$ cat config.mk
export PLATFORM = sky130hd
export DESIGN_NAME = apb_master
export DESIGN_NICKNAME = d
export VERILOG_FILES = /design/src/rtl/apb_pkg.sv /design/src/rtl/apb_master.sv
export SDC_FILE = /design/constraint.sdc
export NUM_CORES = 1
export LEC_CHECK = 0
export CAP_MARGIN = 20
export CORE_UTILIZATION = 38
export CTS_BUF_LIST = sky130_fd_sc_hd__clkbuf_4 sky130_fd_sc_hd__clkbuf_8
export CTS_CLUSTER_DIAMETER = 40
export DETAILED_ROUTE_END_ITERATION = 10
export PLACE_DENSITY = 0.81
export SLEW_MARGIN = 25
export SYNTH_ARGS = -nofsm -noshare
export SYNTH_HDL_FRONTEND = slang
export SYNTH_SLANG_ARGS = --single-unit
$ cat constraint.sdc
create_clock -name PCLK -period 1.5 [get_ports PCLK]
set_input_delay 0.45 -clock PCLK [delete_from_list [all_inputs] [get_ports PCLK]]
set_output_delay 0.45 -clock PCLK [all_outputs]
set_load 0.05 [all_outputs]
$ cat src/rtl/apb_pkg.sv
// Shared APB types: FSM state encoding, default bus widths and the requester command record.
package apb_pkg;

  localparam int APB_ADDR_W = 32;
  localparam int APB_DATA_W = 32;

  typedef enum logic [1:0] {
    APB_IDLE,
    APB_SETUP,
    APB_ACCESS
  } apb_state_e;

  typedef struct packed {
    logic                  write;
    logic [APB_ADDR_W-1:0] addr;
    logic [APB_DATA_W-1:0] wdata;
  } apb_cmd_t;

endpackage

$ cat src/rtl/apb_master.sv
// APB initiator: one command at a time through SETUP/ACCESS; APB_MASTER_TIMEOUT_EN adds an ACCESS abort.
// Latency: accept at edge N, response pulse in cycle N+3 plus one cycle per wait state.
// Backpressure: cmd_ready only in IDLE; the response is a single pulse that cannot be stalled.
module apb_master
  import apb_pkg::*;
#(
  parameter int ADDR_W         = APB_ADDR_W,
  parameter int DATA_W         = APB_DATA_W,
  parameter int TIMEOUT_CYCLES = 16
) (
  input  logic              PCLK,
  input  logic              PRESETn,
  input  logic              cmd_valid,
  output logic              cmd_ready,
  input  logic              cmd_write,
  input  logic [ADDR_W-1:0] cmd_addr,
  input  logic [DATA_W-1:0] cmd_wdata,
  output logic              rsp_valid,
  output logic [DATA_W-1:0] rsp_rdata,
  output logic              rsp_err,
  output logic              PSEL,
  output logic              PENABLE,
  output logic              PWRITE,
  output logic [ADDR_W-1:0] PADDR,
  output logic [DATA_W-1:0] PWDATA,
  input  logic              PREADY,
  input  logic [DATA_W-1:0] PRDATA
);

  typedef struct packed {
    logic              write;
    logic [ADDR_W-1:0] addr;
    logic [DATA_W-1:0] wdata;
  } cmd_t;

  apb_state_e        state_q, state_d;
  cmd_t              cmd_q, cmd_d;
  logic              psel_q, psel_d;
  logic              penable_q, penable_d;
  logic              rdy_q, rdy_d;
  logic              rsp_valid_q, rsp_valid_d;
  logic [DATA_W-1:0] rsp_rdata_q, rsp_rdata_d;
  logic              accept;

`ifdef APB_MASTER_TIMEOUT_EN
  localparam int CNT_W = $clog2(TIMEOUT_CYCLES + 1);

  logic [CNT_W-1:0] cnt_q, cnt_d;
  logic             rsp_err_q, rsp_err_d;
  logic             timeout;

  // Abort on the TIMEOUT_CYCLES-th ACCESS cycle that still sees no PREADY.
  assign timeout = (state_q == APB_ACCESS) && !PREADY &&
                   (cnt_q == CNT_W'(TIMEOUT_CYCLES - 1));
`else
  logic unused_timeout_cfg;
  assign unused_timeout_cfg = (TIMEOUT_CYCLES >= 1);
`endif

  assign accept = (state_q == APB_IDLE) && cmd_valid && rdy_q;

  always_comb begin
    state_d     = state_q;
    cmd_d       = cmd_q;
    rsp_valid_d = 1'b0;
    rsp_rdata_d = rsp_rdata_q;
`ifdef APB_MASTER_TIMEOUT_EN
    cnt_d       = cnt_q;
    rsp_err_d   = rsp_err_q;
`endif
    case (state_q)
      APB_IDLE: begin
        if (accept) begin
          state_d = APB_SETUP;
          cmd_d   = '{write: cmd_write, addr: cmd_addr, wdata: cmd_wdata};
        end
      end
      APB_SETUP: begin
        state_d = APB_ACCESS;
`ifdef APB_MASTER_TIMEOUT_EN
        cnt_d   = '0;
`endif
      end
      APB_ACCESS: begin
        if (PREADY) begin
          state_d     = APB_IDLE;
          rsp_valid_d = 1'b1;
          rsp_rdata_d = cmd_q.write ? '0 : PRDATA;
`ifdef APB_MASTER_TIMEOUT_EN
          rsp_err_d   = 1'b0;
        end else if (timeout) begin
          state_d     = APB_IDLE;
          rsp_valid_d = 1'b1;
          rsp_rdata_d = '0;
          rsp_err_d   = 1'b1;
        end else begin
          cnt_d       = cnt_q + 1'b1;
`endif
        end
      end
      default: state_d = APB_IDLE;
    endcase

    // Bus controls come straight from flops so PSEL/PENABLE never glitch.
    psel_d    = (state_d != APB_IDLE);
    penable_d = (state_d == APB_ACCESS);
    rdy_d     = (state_d == APB_IDLE);
  end

  always_ff @(posedge PCLK or negedge PRESETn) begin
    if (!PRESETn) begin
      state_q     <= APB_IDLE;
      cmd_q       <= '0;
      psel_q      <= 1'b0;
      penable_q   <= 1'b0;
      rdy_q       <= 1'b0;
      rsp_valid_q <= 1'b0;
      rsp_rdata_q <= '0;
    end else begin
      state_q     <= state_d;
      cmd_q       <= cmd_d;
      psel_q      <= psel_d;
      penable_q   <= penable_d;
      rdy_q       <= rdy_d;
      rsp_valid_q <= rsp_valid_d;
      rsp_rdata_q <= rsp_rdata_d;
    end
  end

`ifdef APB_MASTER_TIMEOUT_EN
  always_ff @(posedge PCLK or negedge PRESETn) begin
    if (!PRESETn) begin
      cnt_q     <= '0;
      rsp_err_q <= 1'b0;
    end else begin
      cnt_q     <= cnt_d;
      rsp_err_q <= rsp_err_d;
    end
  end

  assign rsp_err = rsp_err_q;
`else
  assign rsp_err = 1'b0;
`endif

  assign cmd_ready = rdy_q;
  assign rsp_valid = rsp_valid_q;
  assign rsp_rdata = rsp_rdata_q;
  assign PSEL      = psel_q;
  assign PENABLE   = penable_q;
  assign PWRITE    = cmd_q.write;
  assign PADDR     = cmd_q.addr;
  assign PWDATA    = cmd_q.wdata;

endmodule

==> summary.txt, run 1 <==
Outcome
  – Status: complete, but fails checks
  – Failing checks: negative setup slack

Worst setup path
  – Crit Reg-Reg Endpoint: PADDR[26]
  – CP arrival: 1800 ps
  – R2R depth: 4
  – Worst Path Max Fanout: 9
  – Worst setup EP type: register
  – Worst R2R Start: state_q[0]
  – Kind of critical path: reg2reg
  – Worst R2R Setup Slack: -40 ps
  – CP required: 1760 ps
  – Critical Path Start Type: register

Placed design
  – Dpl ws: -498 ps
  – Placer Congestion: 0.719
  – # placed instances: 601
  – Port Buf Inserts: 201
  – Hpwl dp: 8.35 mm

Routing
  – Vias per inst: 4.65
  – Detailed-route DRC error count: 0
  – Wirelength per Cell: 18.2 µm
  – DR pass1 iterations: 4
  – 1st-iter DRT viols: 98
  – Post-Route WL: 11.3 mm
  – Via count of the routed design: 2907
  – Final ANT Viol Nets: 0

Logic synthesis
  – Yosys warnings: 0
  – Adder and majority gate portion of the synthesized area: 0%
  – Mapped Area: 0.00421 mm²
  – Synth Register Bits: 103
  – Seq/Total Area, Yosys: 61.2%
  – Synth Area in Compound Gates: 0.653%
  – Synthesized Nets: 358
  – Post-Synth XOR/XNOR Area: 0%
  – Cells after Synth: 257
  – Largest family of logic cells by synthesized area: multiplexers
  – Mux cell area share after synthesis: 29.4%
  – Post-synth cell types: 17
  – Syn avg cell area: 16.4 µm²
  – Synth Area in Simple Gates: 5.55%

Run
  – Maxcap violations: 0

Floorplan
  – Top-Level Pins: 203
  – Core Region: 0.0108 mm²
  – Initial Util: 38.9%
  – Height of the chip: 107 µm
  – Die width: 107 µm
  – Die Area: 0.0115 mm²
  – FP Rows: 38

Cells and area
  – Fill cells: 657
  – Register area: 0.00258 mm²
  – Most frequent cells in the layout: buf_12, dfrtp_1, clkdlybuf4s50_1
  – Layout cells sized above 1: 50.5%
  – Antenna diode count: 0
  – Most common cell after layout, fill and taps aside: buf_12
  – Final #Nets: 581
  – Area of the multi-input gates: 0.00157 mm²
  – Final Non-Filler Cells: 625
  – Area Overhead vs Synth: 88.4%

Global routing
  – First-pass GRT wire length: 17.3 mm
  – Grt ovf: 0
  – Total GRT Usage: 20.1%
  – Largest net degree at the start of global routing: 39
  – Vias in the first global route: 3331
  – Initial antenna violation count: 0

Timing
  – Final Hold Violating Endpoints: 0
  – Clock period minus worst slack: 1540 ps
  – Final slew viol count: 0
  – FMAX: 650 MHz
  – Post-route clock period utilization: 103%
  – Setup Skew: 10.7 ps
  – Final setup margin: -37.6 ps
  – Setup-failing EPs final: 36
  – RSZ-0062 raised after global routing: yes

Clock tree
  – Number of buffers created by CTS: 9
  – TritonCTS clock tree: done
  – Worst-Skew Late Latency: 370 ps
  – Clk sinks: 103
  – CTS root buf: clkbuf_8
  – Clock slew at reported path FFs: 100 ps
  – H-tree depth: 3
  – Max clock buf depth: 2

Power
  – Seq pwr share: 25.7%
  – Pwr Density: 2800 mW/mm²
  – Max VDD drop: 0.00176 V
  – Gate power share: 66.3%
  – Switch Pwr: 9.34 mW
  – Int Power: 12.9 mW
  – Clock share of power: 7.9%
  – Leak: 3.54 nW
  – Switching Share: 42.0%

Hold path
  – Hold crit path type: in2async
[Yosys cell counts]
library cell / n / share of area, %
buf_8: 4 / 1.4
nor2b_1: 32 / 4.8
or3b_2: 1 / 0.21
mux2_4: 39 / 14
mux2_2: 58 / 16
o21a_1: 1 / 0.18
buf_2: 3 / 0.36
conb_1: 1 / 0.089
buf_6: 1 / 0.27
o21ai_0: 3 / 0.36
a21oi_1: 1 / 0.12
dfrtp_1: 103 / 61
and4bb_4: 1 / 0.39
inv_1: 1 / 0.089
clkbuf_1: 3 / 0.27
buf_4: 4 / 0.71
and3b_1: 1 / 0.21
[timing repair]
action | in CTS | in global routing
endpoints found under the setup margin | 87 | 97
hold endpoints to repair | 8 | 0
resized for setup | 15 | 11
setup buffers | 4 | 1
pin swaps | 1 | 2
gates cloned | 2 | 1
hold buffers | 1 | 0
[worst max-delay path by stage]
stage,from,to,slack (ps),cells past startpoint
6_report,state_q[0],PADDR[26],-40,4
5_1_grt,state_q[0],PADDR[26],-70,4
4_1_cts,state_q[1],PWDATA[1],-40,4
3_5_place_dp,cmd_valid,PWDATA[22],-500,4
3_3_place_gp,cmd_valid,PWDATA[15],-460,4
2_1_floorplan,cmd_ready,PADDR[0],-8,4
[power groups by stage]
stage / combinational (mW) / sequential [mW] / clock (mW)
4_1_cts: 14.7 / 5.74 / 1.84
6_report: 14.8 / 5.73 / 1.76
5_1_grt: 15.2 / 5.90 / 1.94
2_1_floorplan: 2.75 / 9.68 / 0
3_3_place_gp: 14.0 / 5.67 / 0
3_5_place_dp: 14.2 / 5.76 / 0
[sequential cells by signal (all words and copies together), names as in the netlist]
signal,flops
PWRITE,1
PENABLE,1
rsp_valid,1
cmd_ready,1
rsp_rdata,32
PADDR,32
state_q,2
PSEL,1
PWDATA,32
[final cells by class]
type                    instances  area share [%]
clock buffers                  11            1.83
clock inverters                 5           0.725
inverters                       1          0.0473
multi-input cells             138            19.7
flip-flops and latches        103            32.5
well taps                     140            2.21
repair buffers                227            43.0
[metal layers]
layer / global-route usage (%) / routed length, µm
met1: 21.6 / 4060
met4: 7.44 / 297
met3: 6.30 / 767
met2: 36.8 / 6220
met5: 0 / 0
[critical path, cell delays in order, from the launching register on]
cell,delay (ps)
dfrtp_1,400
and4bb_4,390
buf_12,150
buf_12,140
mux2_2,340
[cells by family (layout without fill, tap and decap cells)]
family / Yosys count / count (layout)
DFF: 103 / 103
muxes: 97 / 97
and+or+nand+nor: 35 / 35
buffers and inverters: 16 / 244
AOI/OAI and AO/OA: 5 / 5
other: 1 / 1
[metrics by stage]
step	hold slack [ps]	TNS, ps	utilization [%]	instance area, µm²	total power, mW
after floorplan	154	-281	-	4220	12.4
final	461	-454	73.2	7940	22.3
after CTS	451	-869	72.6	7880	22.2
after global placement	306	-38890	69.2	7500	19.7
after detailed placement	305	-42330	69.2	7500	20.0
after global routing	447	-4000	73.2	7940	23.0
Power figures use the tool's default switching activity.
==> inputs of run 2 (changes only) <==
clock period = 1.4 ns   (was 1.5 ns; I/O delays follow)
==> run 2 against run 1 <==
  * The flow still finishes with violations (negative setup slack)
  * Design area is 2.3% higher
  * Global-route usage is 0.83 points lower
  * Flip-flop and latch count unchanged
  * Non-clock buffer count is 17 higher
  * Highest routed layer unchanged
  * Die area unchanged
  * Combinational power grew 10%
==> summary.txt, run 2 (synthesis results as in run 1) <==
Routing
  – Detailed-route DRC error count: 0
  – Vias per inst: 4.62
  – DR pass1 iterations: 4
  – Post-Route WL: 11.5 mm
  – Wirelength per Cell: 18.0 µm
  – Via count of the routed design: 2964
  – 1st-iter DRT viols: 132
  – Final ANT Viol Nets: 0

Cells and area
  – Most frequent cells in the layout: buf_12, dfrtp_1, clkdlybuf4s50_1
  – Area Overhead vs Synth: 92.8%
  – Most common cell after layout, fill and taps aside: buf_12
  – Fill cells: 658
  – Finished Cell Area: 0.00812 mm²
  – Layout cells sized above 1: 52.2%
  – Antenna diode count: 0
  – Final core occ: 74.9%
  – Final #Nets: 598

Placed design
  – Area after DPL: 0.00747 mm²
  – Port Buf Inserts: 201
  – Placer Congestion: 0.745
  – Hpwl dp: 7.92 mm

Clock tree
  – Max clock buf depth: 2
  – H-tree depth: 3
  – Number of buffers created by CTS: 9
  – Worst-Skew Late Latency: 360 ps
  – CTS root buf: clkbuf_8
  – Clk sinks: 103
  – Clock slew at reported path FFs: 110 ps
  – TritonCTS clock tree: done

Worst setup path
  – Worst Path Max Fanout: 8
  – Worst setup EP type: register
  – R2R depth: 4
  – Worst R2R Start: state_q[0]
  – Kind of critical path: reg2reg
  – Critical Path Start Type: register
  – Worst R2R Setup Slack: -130 ps
  – Crit Reg-Reg Endpoint: PWDATA[15]
  – CP required: 1660 ps
  – CP arrival: 1790 ps

Timing
  – Final Hold Violating Endpoints: 0
  – RSZ-0062 raised after global routing: yes
  – Final slew viol count: 0
  – Final setup margin: -131 ps
  – Post-route clock period utilization: 109%
  – Clock period minus worst slack: 1530 ps
  – Setup-failing EPs final: 99
  – Setup Skew: 13.1 ps
  – FMAX: 653 MHz

Hold path
  – Hold crit path type: in2async

Global routing
  – Grt ovf: 0
  – First-pass GRT wire length: 16.9 mm
  – Largest net degree at the start of global routing: 34
  – Vias in the first global route: 3194
  – Total GRT Usage: 19.3%
  – Initial antenna violation count: 0

Floorplan
  – FP Rows: 38
  – Die width: 107 µm
  – Initial Util: 38.9%
  – Top-Level Pins: 203
  – Core Region: 0.0108 mm²
  – Height of the chip: 107 µm
  – Die Area: 0.0115 mm²

Power
  – Pwr Density: 2990 mW/mm²
  – Max VDD drop: 0.00204 V
  – Leak: 3.64 nW
  – Design Power: 24.3 mW

Outcome
  – Status: complete, but fails checks
  – Failing checks: negative setup slack

Run
  – Maxcap violations: 0
## run 2: worst max-delay path by stage
| stage | cells after the start | slack [ps] | end | start |
|---|---|---|---|---|
| finish | 4 | -130 | PWDATA[15] | state_q[0] |
| global route | 4 | -150 | PADDR[6] | state_q[0] |
| floorplan | 4 | -110 | PADDR[0] | cmd_ready |
| CTS | 4 | -100 | PWDATA[17] | state_q[0] |
| detailed placement | 4 | -540 | PWDATA[7] | cmd_valid |
| global placement | 4 | -500 | PWRITE | cmd_valid |
## run 2: layer usage
layer | GRT usage [%] | wire, µm | up-vias
met1 | 24.5 | 4700 | 1493
met5 | 0 | 0 | -
met4 | 5.77 | 104 | 0
met2 | 32.8 | 6100 | 108
met3 | 4.54 | 640 | 10
li1 | - | - | 1353
## run 2: layout make-up
type                            instances  area (µm²)  share of cell area (%)
Multi-Input combinational cell        138        1570                    19.3
Sequential cell                       103        2580                    31.8
Inverter                                1        3.75                  0.0462
Timing Repair Buffer                  244        3600                    44.3
Tap cell                              140         175                    2.16
Clock inverter                          5        40.0                   0.493
Clock buffer                           11         151                    1.86
## run 2: timing repair
action | in CTS | in global routing
hold buffers | 1 | 0
pin swaps | 1 | 0
cloned | 2 | 6
endpoints found under the hold margin | 19 | 0
endpoints found under the setup margin | 94 | 155
setup buffers | 6 | 17
resized for setup | 18 | 6
## run 2: worst max-delay path: stages, from the launching register on
cell       delay (ps)
dfrtp_1           400
and4bb_4          370
buf_12            170
clkbuf_16         190
mux2_4            300
## run 2: through the flow
stage                     std cells  worst slack (ps)  hold WS (ps)  setup TNS [ps]
final                           642              -131           496           -9420
after CTS                       619              -105           509           -6290
after detailed placement        594              -541           356          -45980
after floorplan                 257              -108           124           -5520
after global placement          594              -504           354          -44230
after global routing            642              -152           528          -12850
## run 2: where the power goes
part           switching (mW)  internal [mW]  total [mW]  leakage [nW]
registers                1.63           4.48        6.11          1.25
logic                    7.50           8.83        16.3          2.30
clock network            1.06          0.762        1.82         0.100
total                    10.2           14.1        24.3          3.64
